File: config.mk
export PLATFORM = sky130hd
export DESIGN_NAME = fetch_unit
export DESIGN_NICKNAME = d
export VERILOG_FILES = /design/src/rtl/fetch_unit.sv
export SDC_FILE = /design/constraint.sdc
export NUM_CORES = 1
export LEC_CHECK = 0
export CAP_MARGIN = 15
export CORE_MARGIN = 2
export CORE_UTILIZATION = 35
export CTS_BUF_LIST = sky130_fd_sc_hd__clkbuf_8
export DETAILED_ROUTE_END_ITERATION = 7
export GPL_TIMING_DRIVEN = 0
export PLACE_DENSITY = 0.71
export SLEW_MARGIN = 5
export SYNTH_ARGS = -nofsm -noshare
export SYNTH_HDL_FRONTEND = slang
export SYNTH_SLANG_ARGS = --single-unit
File: constraint.sdc
create_clock -name clk -period 4.5 [get_ports clk]
set_clock_uncertainty 0.2 [all_clocks]
set_input_delay 1.125 -clock clk [delete_from_list [all_inputs] [get_ports clk]]
set_output_delay 1.125 -clock clk [all_outputs]
set_load 0.05 [all_outputs]
File: src/rtl/fetch_unit.sv
// -----------------------------------------------------------------------------
// fetch_unit
// Instruction-fetch stage of the 5-stage MIPS pipeline. Owns the PC register,
// issues instruction-memory requests, and loads the IF/ID pipeline register.
// It tolerates variable memory latency and decode stalls. It also handles
// redirects (branch or jump) that arrive while a request is still outstanding.
//
// Optional feature macro: FETCH_PERF_CNT_EN
//   When defined, two performance counters are added as output ports:
//   FetchCntF counts instructions delivered into IF/ID.
//   DropCntF counts discarded (wrong-path) responses.
// -----------------------------------------------------------------------------
module fetch_unit #(
   parameter logic [31:0] RESET_PC = 32'h0000_0000
) (
   input  logic        clk,
   input  logic        reset,
   // decode-stage control
   input  logic        StallD,
   input  logic        FlushD,
   input  logic        PCSrcD,
   input  logic [31:0] PCBranchD,
   input  logic        JumpD,
   input  logic [31:0] PCJumpD,
   // instruction-memory port
   output logic        imem_req,
   output logic [31:0] imem_addr,
   input  logic        imem_valid,
   input  logic [31:0] imem_rdata,
   // fetch PC and IF/ID register
   output logic [31:0] PCF,
   output logic [31:0] InstrD,
   output logic [31:0] PCPlus4D,
`ifdef FETCH_PERF_CNT_EN
   output logic        ValidD,
   output logic [31:0] FetchCntF,
   output logic [31:0] DropCntF
`else
   output logic        ValidD
`endif
);

   // FETCH: the request for PCF is outstanding.
   // DROP : the outstanding request is wrong-path, so its response is discarded.
   // HOLD : a response is parked in the hold buffer until decode stops stalling.
   typedef enum logic [1:0] {
      S_FETCH = 2'd0,
      S_DROP  = 2'd1,
      S_HOLD  = 2'd2
   } state_t;

   state_t      state_reg, state_next;
   logic [31:0] pc_reg, pc_next;
   logic [31:0] redirect_pc_reg, redirect_pc_next;
   logic [31:0] hold_instr_reg, hold_instr_next;
   logic [31:0] hold_pc4_reg, hold_pc4_next;

   logic [31:0] instr_d_reg;
   logic [31:0] pc_plus4_d_reg;
   logic        valid_d_reg;

   // Decode-side redirect. A jump wins over a taken branch.
   logic        redirect;
   logic [31:0] target;
   logic [31:0] pc_plus4;

   // Request to load IF/ID this cycle, and the data to load.
   logic        load_ifid;
   logic [31:0] load_instr;
   logic [31:0] load_pc4;

   // Set when a memory response is thrown away as wrong-path.
   logic        drop_resp;

   assign redirect = JumpD | PCSrcD;
   assign target   = JumpD ? PCJumpD : PCBranchD;
   // Modulo-2^32 increment. The low two bits pass through untouched.
   assign pc_plus4 = pc_reg + 32'd4;

   // Hold off requests while reset is asserted and while a response waits in HOLD.
   assign imem_req  = !reset && (state_reg != S_HOLD);
   assign imem_addr = pc_reg;
   assign PCF       = pc_reg;

   assign InstrD   = instr_d_reg;
   assign PCPlus4D = pc_plus4_d_reg;
   assign ValidD   = valid_d_reg;

   // Next-state logic, plus the PC, redirect and hold-buffer updates.
   always_comb begin
      state_next       = state_reg;
      pc_next          = pc_reg;
      redirect_pc_next = redirect_pc_reg;
      hold_instr_next  = hold_instr_reg;
      hold_pc4_next    = hold_pc4_reg;
      load_ifid        = 1'b0;
      load_instr       = imem_rdata;
      load_pc4         = pc_plus4;
      drop_resp        = 1'b0;

      case (state_reg)
         S_FETCH: begin
            if (imem_valid) begin
               if (redirect) begin
                  // The response arrived together with a redirect, so it is wrong-path.
                  drop_resp = 1'b1;
                  pc_next   = target;
               end else if (StallD) begin
                  // Decode cannot accept the word yet, so park it and stop requesting.
                  hold_instr_next = imem_rdata;
                  hold_pc4_next   = pc_plus4;
                  pc_next         = pc_plus4;
                  state_next      = S_HOLD;
               end else begin
                  load_ifid = 1'b1;
                  pc_next   = pc_plus4;
               end
            end else if (redirect) begin
               // PCF must stay stable until the pending response returns,
               // so remember where to go afterwards.
               redirect_pc_next = target;
               state_next       = S_DROP;
            end
         end

         S_DROP: begin
            if (imem_valid) begin
               drop_resp  = 1'b1;
               pc_next    = redirect ? target : redirect_pc_reg;
               state_next = S_FETCH;
            end else if (redirect) begin
               // A later redirect replaces the earlier one.
               redirect_pc_next = target;
            end
         end

         S_HOLD: begin
            if (redirect) begin
               // The parked word is wrong-path. The redirect wins over delivery.
               hold_instr_next = 32'd0;
               hold_pc4_next   = 32'd0;
               pc_next         = target;
               state_next      = S_FETCH;
            end else if (!StallD) begin
               load_ifid  = 1'b1;
               load_instr = hold_instr_reg;
               load_pc4   = hold_pc4_reg;
               state_next = S_FETCH;
            end
         end

         default: begin
            state_next = S_FETCH;
         end
      endcase
   end

   // State register, PC, redirect target and hold buffer.
   always_ff @(posedge clk) begin
      if (reset) begin
         state_reg       <= S_FETCH;
         pc_reg          <= RESET_PC;
         redirect_pc_reg <= 32'd0;
         hold_instr_reg  <= 32'd0;
         hold_pc4_reg    <= 32'd0;
      end else begin
         state_reg       <= state_next;
         pc_reg          <= pc_next;
         redirect_pc_reg <= redirect_pc_next;
         hold_instr_reg  <= hold_instr_next;
         hold_pc4_reg    <= hold_pc4_next;
      end
   end

   // IF/ID register. Priority is flush, then stall, then load, then bubble.
   always_ff @(posedge clk) begin
      if (reset) begin
         instr_d_reg    <= 32'd0;
         pc_plus4_d_reg <= 32'd0;
         valid_d_reg    <= 1'b0;
      end else if (FlushD) begin
         instr_d_reg    <= 32'd0;
         pc_plus4_d_reg <= 32'd0;
         valid_d_reg    <= 1'b0;
      end else if (StallD) begin
         valid_d_reg    <= valid_d_reg;
      end else if (load_ifid) begin
         instr_d_reg    <= load_instr;
         pc_plus4_d_reg <= load_pc4;
         valid_d_reg    <= 1'b1;
      end else begin
         valid_d_reg    <= 1'b0;
      end
   end

`ifdef FETCH_PERF_CNT_EN
   logic [31:0] fetch_cnt_reg;
   logic [31:0] drop_cnt_reg;

   assign FetchCntF = fetch_cnt_reg;
   assign DropCntF  = drop_cnt_reg;

   // Performance counters. A load that FlushD overrides is not counted,
   // because it never reaches IF/ID.
   always_ff @(posedge clk) begin
      if (reset) begin
         fetch_cnt_reg <= 32'd0;
         drop_cnt_reg  <= 32'd0;
      end else begin
         if (load_ifid && !FlushD && !StallD) begin
            fetch_cnt_reg <= fetch_cnt_reg + 32'd1;
         end
         if (drop_resp) begin
            drop_cnt_reg <= drop_cnt_reg + 32'd1;
         end
      end
   end
`endif

endmodule

* Word-level counts from Yosys, hierarchy flattened *
Index checks and enable logic that the tools add are counted.

storage, ports and cells
  input port bits = 103
  register bits = 195
  output and inout bits = 130
  logic and storage cells = 69

operators by class
  reduce and logical (&&, ||, !) cells = 12
  mux-type cells = 33
  eq/ne operators = 12
  add/sub/neg operators = 1
  bitwise gates (word level) = 3

operators with widths
  cell                     number
  $mux W32                 17
  $pmux W32 S2             2
  $pmux W32 S3             1
  $add A32 B3 Y32 const B  1
  $mux W2                  7
  $ne A2 B2 Y1 const B     6
  $ne A3 B3 Y1 const B     4
  $reduce_and A5 Y1        2
  $pmux W2 S3              1
  $mux W1                  4
  $reduce_and A2 Y1        2
  $reduce_and A4 Y1        1
  $reduce_or A2 Y1         2
  $reduce_bool A3 Y1       1
  $eq A2 B1 Y1 const B     1
  $eq A2 B2 Y1 const B     1
  $logic_not A2 Y1         1
  $not A1 Y1               2
  $pmux W1 S2              1
  $reduce_bool A2 Y1       1
  $logic_and A1 B1 Y1      1
  $logic_not A1 Y1         1
  $or A1 B1 Y1             1

* Longest topological paths before layout *
Gate-level depths: netlist of run 1.

  word-level depth = 5
  depth in mapped cells = 10

* Worst setup path after synthesis of run 1 *
No wires, ideal clock.

  path type = input -> output
  from = input port reset
  to = output port imem_req
  buffers on the path = 3
  arrival time = 2.337 ns
  stages on the path = 4
  data required time = 3.175 ns
  slack = 0.838 ns
  path through = clkbuf_1 > clkbuf_1 > buf_1 > nor2_1

between the ends
  longest elaborated chain between the ends = 2

ends and longest elaborated chain
  what                 line  source
  start, declared      17    input logic reset,
  $logic_not A1 Y1     81    assign imem_req = !reset && (state_reg != S_HOLD);
  $logic_and A1 B1 Y1  81
  end, declared        26    output logic imem_req,

Every way passes these cells.

* Final worst setup path of run 1 *
Same ends and word-level chain as after synthesis.

==> results of run 1 <==
-- where the power goes --
group          switching [mW]  total (mW)  leakage (nW)  internal, mW
registers               0.104        1.91          1.59          1.80
logic                   0.694        1.11          2.65         0.411
clock network           0.776        1.22         0.213         0.440
-- Yosys cell counts (all sizes together) (30+ instances only) --
cell type    n
o21ai       65
nand3       41
clkbuf     103
buf         45
dfxtp      195
mux2i       30
a21oi       53
nand2      177
a211oi      38
a22oi       59
nor2       171
a311oi      38
-- what timing repair did --
item,4_1_cts,5_1_grt
endpoints found under the setup margin,1,1
gates resized for setup,1,0
cloned,0,0
-- critical path, stage by stage --
cell and delay, ns:
clkbuf_1 0.33, clkbuf_2 0.59, nor2_1 0.08, clkdlybuf4s50_1 0.74
-- per-layer routing --
layer,global-route usage [%],vias up,share of wire (%)
met5,0,-,0
met4,8.330,0,2.9
met3,4.486,79,9.2
met2,41.09,596,46
met1,33.31,5077,42
li1,-,5021,-
-- cell families after synthesis --
logic type | Yosys count | share of synthesized area [%]
flip-flops | 195 | 39.43
multiplexers | 40 | 4.171
adder cells (fa/ha/maj) | 5 | 0.6320
AO/OA/AOI/OAI | 359 | 24.72
XOR/XNOR | 13 | 1.150
buffers and inverters | 162 | 8.241
AND/OR/NAND/NOR | 486 | 21.65
-- area by class of cell --
type                    instances  area share, %
flip-flops and latches        195          29.78
clock buffers                  17          1.785
clock inverters                15          1.451
plain buffers                 147          5.803
multi-input cells             903          39.52
repair buffers                232          17.66
inverters                      14         0.4009
well taps                     378          3.608
-- per-stage QoR --
step / setup TNS (ns) / cell area, um2 / hold slack [ns]
2_1_floorplan: 0 / 9899 / 0.2241
3_3_place_gp: -0.2398 / 12670 / 0.2345
3_5_place_dp: -0.2405 / 12680 / 0.2417
4_1_cts: 0 / 13110 / 0.2608
5_1_grt: 0 / 13110 / 0.2708
6_report: 0 / 13110 / 0.2589
-- worst paths after layout --
check	from	endpoint	slack, ns	depth (start not counted)
worst max-delay path	reset	imem_req	0.29	4
worst min-delay path	hold_pc4_reg[16]$_SDFFE_PP0P_	hold_pc4_reg[16]$_SDFFE_PP0P_	0.26	2
worst max register to register	state_reg[0]$_SDFFE_PP0P_	PCF[22]$_SDFFE_PP0P_	1.15	8
worst min register to register	hold_pc4_reg[16]$_SDFFE_PP0P_	hold_pc4_reg[16]$_SDFFE_PP0P_	0.26	2
==> reports/qor.csv, run 1 <==
metric,value,unit
antenna fix cells,0,
Setup WS post-layout,0.2946,ns
"leading cell types in the layout, fill and taps excluded","230 x clkdlybuf4s50_1, 195 x dfxtp_1, 177 x nand2_1",
Max Cap Viol,0,
vias per inst,5.667,
min cycle time layout,4.205,ns
pwr dens,322.5,nW/um2
Non-Filler Instances,1901,
Die H,172.2,um
Seq cells post-synth,195,
first-pass GRT wire length,57.10,mm
average cell area after synthesis,7.857,um2
multi-input logic area,5180,um2
H-tree depth,4,
ranking of synthesized cells by area,"dfxtp_1 39%, nand2_1 6.7%, nor2_1 6.5%",
gr usage total,25.05,%
Peak VDD IR,0.2020,mV
Placed Cells,1869,
CP Max Fanout,19,
storage element area,3904,um2
Worst-Margin Slew,0.9474,ns
Initial Utilization,35.63,%
Synth area leader,dfxtp_1,
fin. max-slew vios,0,
Post-Route WL,38.09,mm
RSZ-0062 raised after global routing,no,
final hold vios,0,
gr ovfl total,0,
gpl congestion,0.9780,
asr flop ratio synth,0,%
final core utilization,47.19,%
startpoint types,primary input,
Mapped Nets,1368,
mapped cell area,9899,um2
Worst-Skew Late Latency,0.49,ns
Die Wd,172.2,um
synthesized netlist cell count,1260,
Leak,4.444,nW
FMAX,237.8,MHz
# fillers,2819,
Nets,1618,
total number of vias,10770,
Rel. slew slack,36.35,%
"Seq/Total Area, Yosys",39.43,%
initial DRC count,1269,
Crit. End Element,output pin,
clock sinks,195,
Post-DRT Antenna Nets,0,
CTS Root Cell,clkbuf_8,
CTS tree,yes,
critical path class,in2out,
CTS max path bufs,2,
Ys Warns,0,
drc violations,0,
Worst Path Required,3.17,ns
period utilization,93.45,%
run status,"finished, final reports clean",
first-pass detailed-route iteration total,7,
final setup fails,0,
number of global-route vias before repair,9883,
DP Worst Slack,-0.2278,ns
"Area growth, synth to finish",32.42,%
number of distinct library cells after synthesis,63,
"Setup Fix Bufs, Post-CTS",0,
cts bufs inserted,17,
initial antenna violation count,0,
die area,29650,um2
Tot Pwr,4.227,mW
Core Area,27780,um2
hold buffers post-CTS,0,
Rows,61,
hpwl dp,29.16,mm
DR WL/cell,20.03,um
# IOs,233,
"Primary FF master, synth",dfxtp_1,
largest net degree at the start of global routing,23,
kind of path behind the tightest hold check,reg2reg,
Synth top area share,39.43,%
"commonest non-fill, non-tap cell in the layout",clkdlybuf4s50_1,
Clock transition at path regs,0.11,ns
CP arrival,2.88,ns
Post-synth EDFFs,0,
share of cells above drive strength 1,7.091,%
PortBufs,230,
Power figures use the tool's default switching activity.
==> inputs of run 2 (changes only) <==
CORE_ASPECT_RATIO = 0.8   (was default)
==> reports/qor.csv, run 2 (same netlist as run 1, synthesis figures left out) <==
metric,value,unit
hold path start,hold_pc4_reg[27]$_SDFFE_PP0P_,
"Setup Fix Bufs, Post-CTS",0,
Post-Route WL,39.74,mm
Rel. slew slack,20.35,%
Sw Ratio,35.53,%
startpoint types,primary input,
period utilization,96.85,%
RSZ-0062 raised after global routing,no,
CP Max Fanout,10,
gpl congestion,0.9892,
launch point of the worst reg-to-reg path,state_reg[1]$_SDFFE_PP0P_,
final hold vios,0,
Worst-Margin Slew,1.192,ns
cts bufs inserted,17,
part of the power in registers,44.7,%
clock sinks,195,
Power Internal,2.743,mW
initial DRC count,1343,
Peak VDD IR,0.1882,mV
number of global-route vias before repair,10250,
Crit. End Element,flip-flop,
PortBufs,230,
hpwl dp,30.00,mm
combinational power share,26.3,%
Finished Cell Area,13090,um2
Clock Power Share,29.0,%
kind of path behind the tightest hold check,reg2reg,
Worst-Skew Late Latency,0.49,ns
Clock transition at path regs,0.09,ns
initial antenna violation count,0,
FMAX,229.4,MHz
CP arrival,4.57,ns
Tot Pwr,4.255,mW
gr usage total,26.63,%
first-pass detailed-route iteration total,6,
fin. max-slew vios,0,
Max Cap Viol,0,
Post-DRT Antenna Nets,0,
gr ovfl total,0,
Core Area,28080,um2
largest net degree at the start of global routing,20,
total number of vias,10910,
Placed Cells,1861,
internal reg-to-reg setup slack,0.70,ns
"Area growth, synth to finish",32.23,%
Worst Path Required,4.71,ns
Non-Filler Instances,1892,
Hold Path Sink,hold_pc4_reg[27]$_SDFFE_PP0P_,
final hold slack,0.2613,ns
Nets,1617,
hold buffers post-CTS,0,
H-tree depth,4,
final core utilization,46.62,%
die area,29650,um2
post_cts resized,1,
first-pass GRT wire length,60.61,mm
# fillers,2827,
share of cells above drive strength 1,6.903,%
"commonest non-fill, non-tap cell in the layout",clkdlybuf4s50_1,
min cycle time layout,4.358,ns
Rows,55,
Die H,154.4,um
final setup fails,0,
pwr dens,325.0,nW/um2
vias per inst,5.767,
CTS tree,yes,
Placed Area,12670,um2
"leading cell types in the layout, fill and taps excluded","230 x clkdlybuf4s50_1, 195 x dfxtp_1, 177 x nand2_1",
# IOs,233,
cell depth of the worst flop-to-flop path,9,
CTS Root Cell,clkbuf_8,
worst r2r dst,PCF[27]$_SDFFE_PP0P_,
run status,"finished, final reports clean",
Initial Utilization,35.26,%
worst hold stages,2,
switching pwr,1.512,mW
critical path class,in2reg,
drc violations,0,
Leak,4.439,nW
CTS max path bufs,2,
DR WL/cell,21.00,um
Die Wd,192.0,um
run 2: worst max path at each step:
stage           start              endpoint  slack, ns  cells after the start
6_report       PCSrcD  PCF[27]$_SDFFE_PP0P_       0.14                      8
5_1_grt        PCSrcD  PCF[27]$_SDFFE_PP0P_       0.08                      8
4_1_cts         reset              imem_req       0.35                      4
3_5_place_dp    reset              imem_req      -0.20                      5
3_3_place_gp    reset              imem_req      -0.19                      5
2_1_floorplan   reset              imem_req       0.84                      4
run 2: power by group through the flow:
stage / Clock (mW) / Combinational (mW) / Sequential, mW
6_report: 1.23 / 1.12 / 1.90
5_1_grt: 1.31 / 1.18 / 1.91
4_1_cts: 1.24 / 1.10 / 1.90
3_5_place_dp: 0 / 1.10 / 1.94
3_3_place_gp: 0 / 1.09 / 1.94
2_1_floorplan: 0 / 0.558 / 2.03
run 2: worst max-delay path, stage by stage:
cell             delay, ns
clkdlybuf4s50_1       0.54
clkbuf_1              0.34
nor3b_1               1.03
clkbuf_1              0.57
a2bb2oi_1             0.15
o22ai_1               0.45
o21ai_0               0.19
a21oi_1               0.17
run 2: stage by stage:
step	setup TNS, ns	setup WS, ns
6_report	0	0.1417
3_3_place_gp	-0.3969	-0.1903
5_1_grt	0	0.07772
4_1_cts	0	0.3482
2_1_floorplan	0	0.8381
3_5_place_dp	-0.3518	-0.2006
run 2: metal layers:
layer	routed length [um]	part of all wire, %	vias to the layer above	GRT usage, %
li1	-	-	5031	-
met1	17870	45	5182	38.36
met2	16680	42	619	38.83
met3	4246	11	79	6.898
met4	947	2.4	0	7.815
met5	0	0	-	0
run 2: final cells by class:
cell class / count / area [um2] / area share, %
antenna: 1 / 2.502 / 0.01912
clock buffer: 18 / 247.7 / 1.893
tap: 370 / 462.9 / 3.537
multi-input combinational: 903 / 5180 / 39.57
clock inverter: 13 / 172.7 / 1.319
buffer: 147 / 760.7 / 5.811
timing repair buffer: 231 / 2307 / 17.63
sequential: 195 / 3904 / 29.82
inverter: 14 / 52.55 / 0.4015
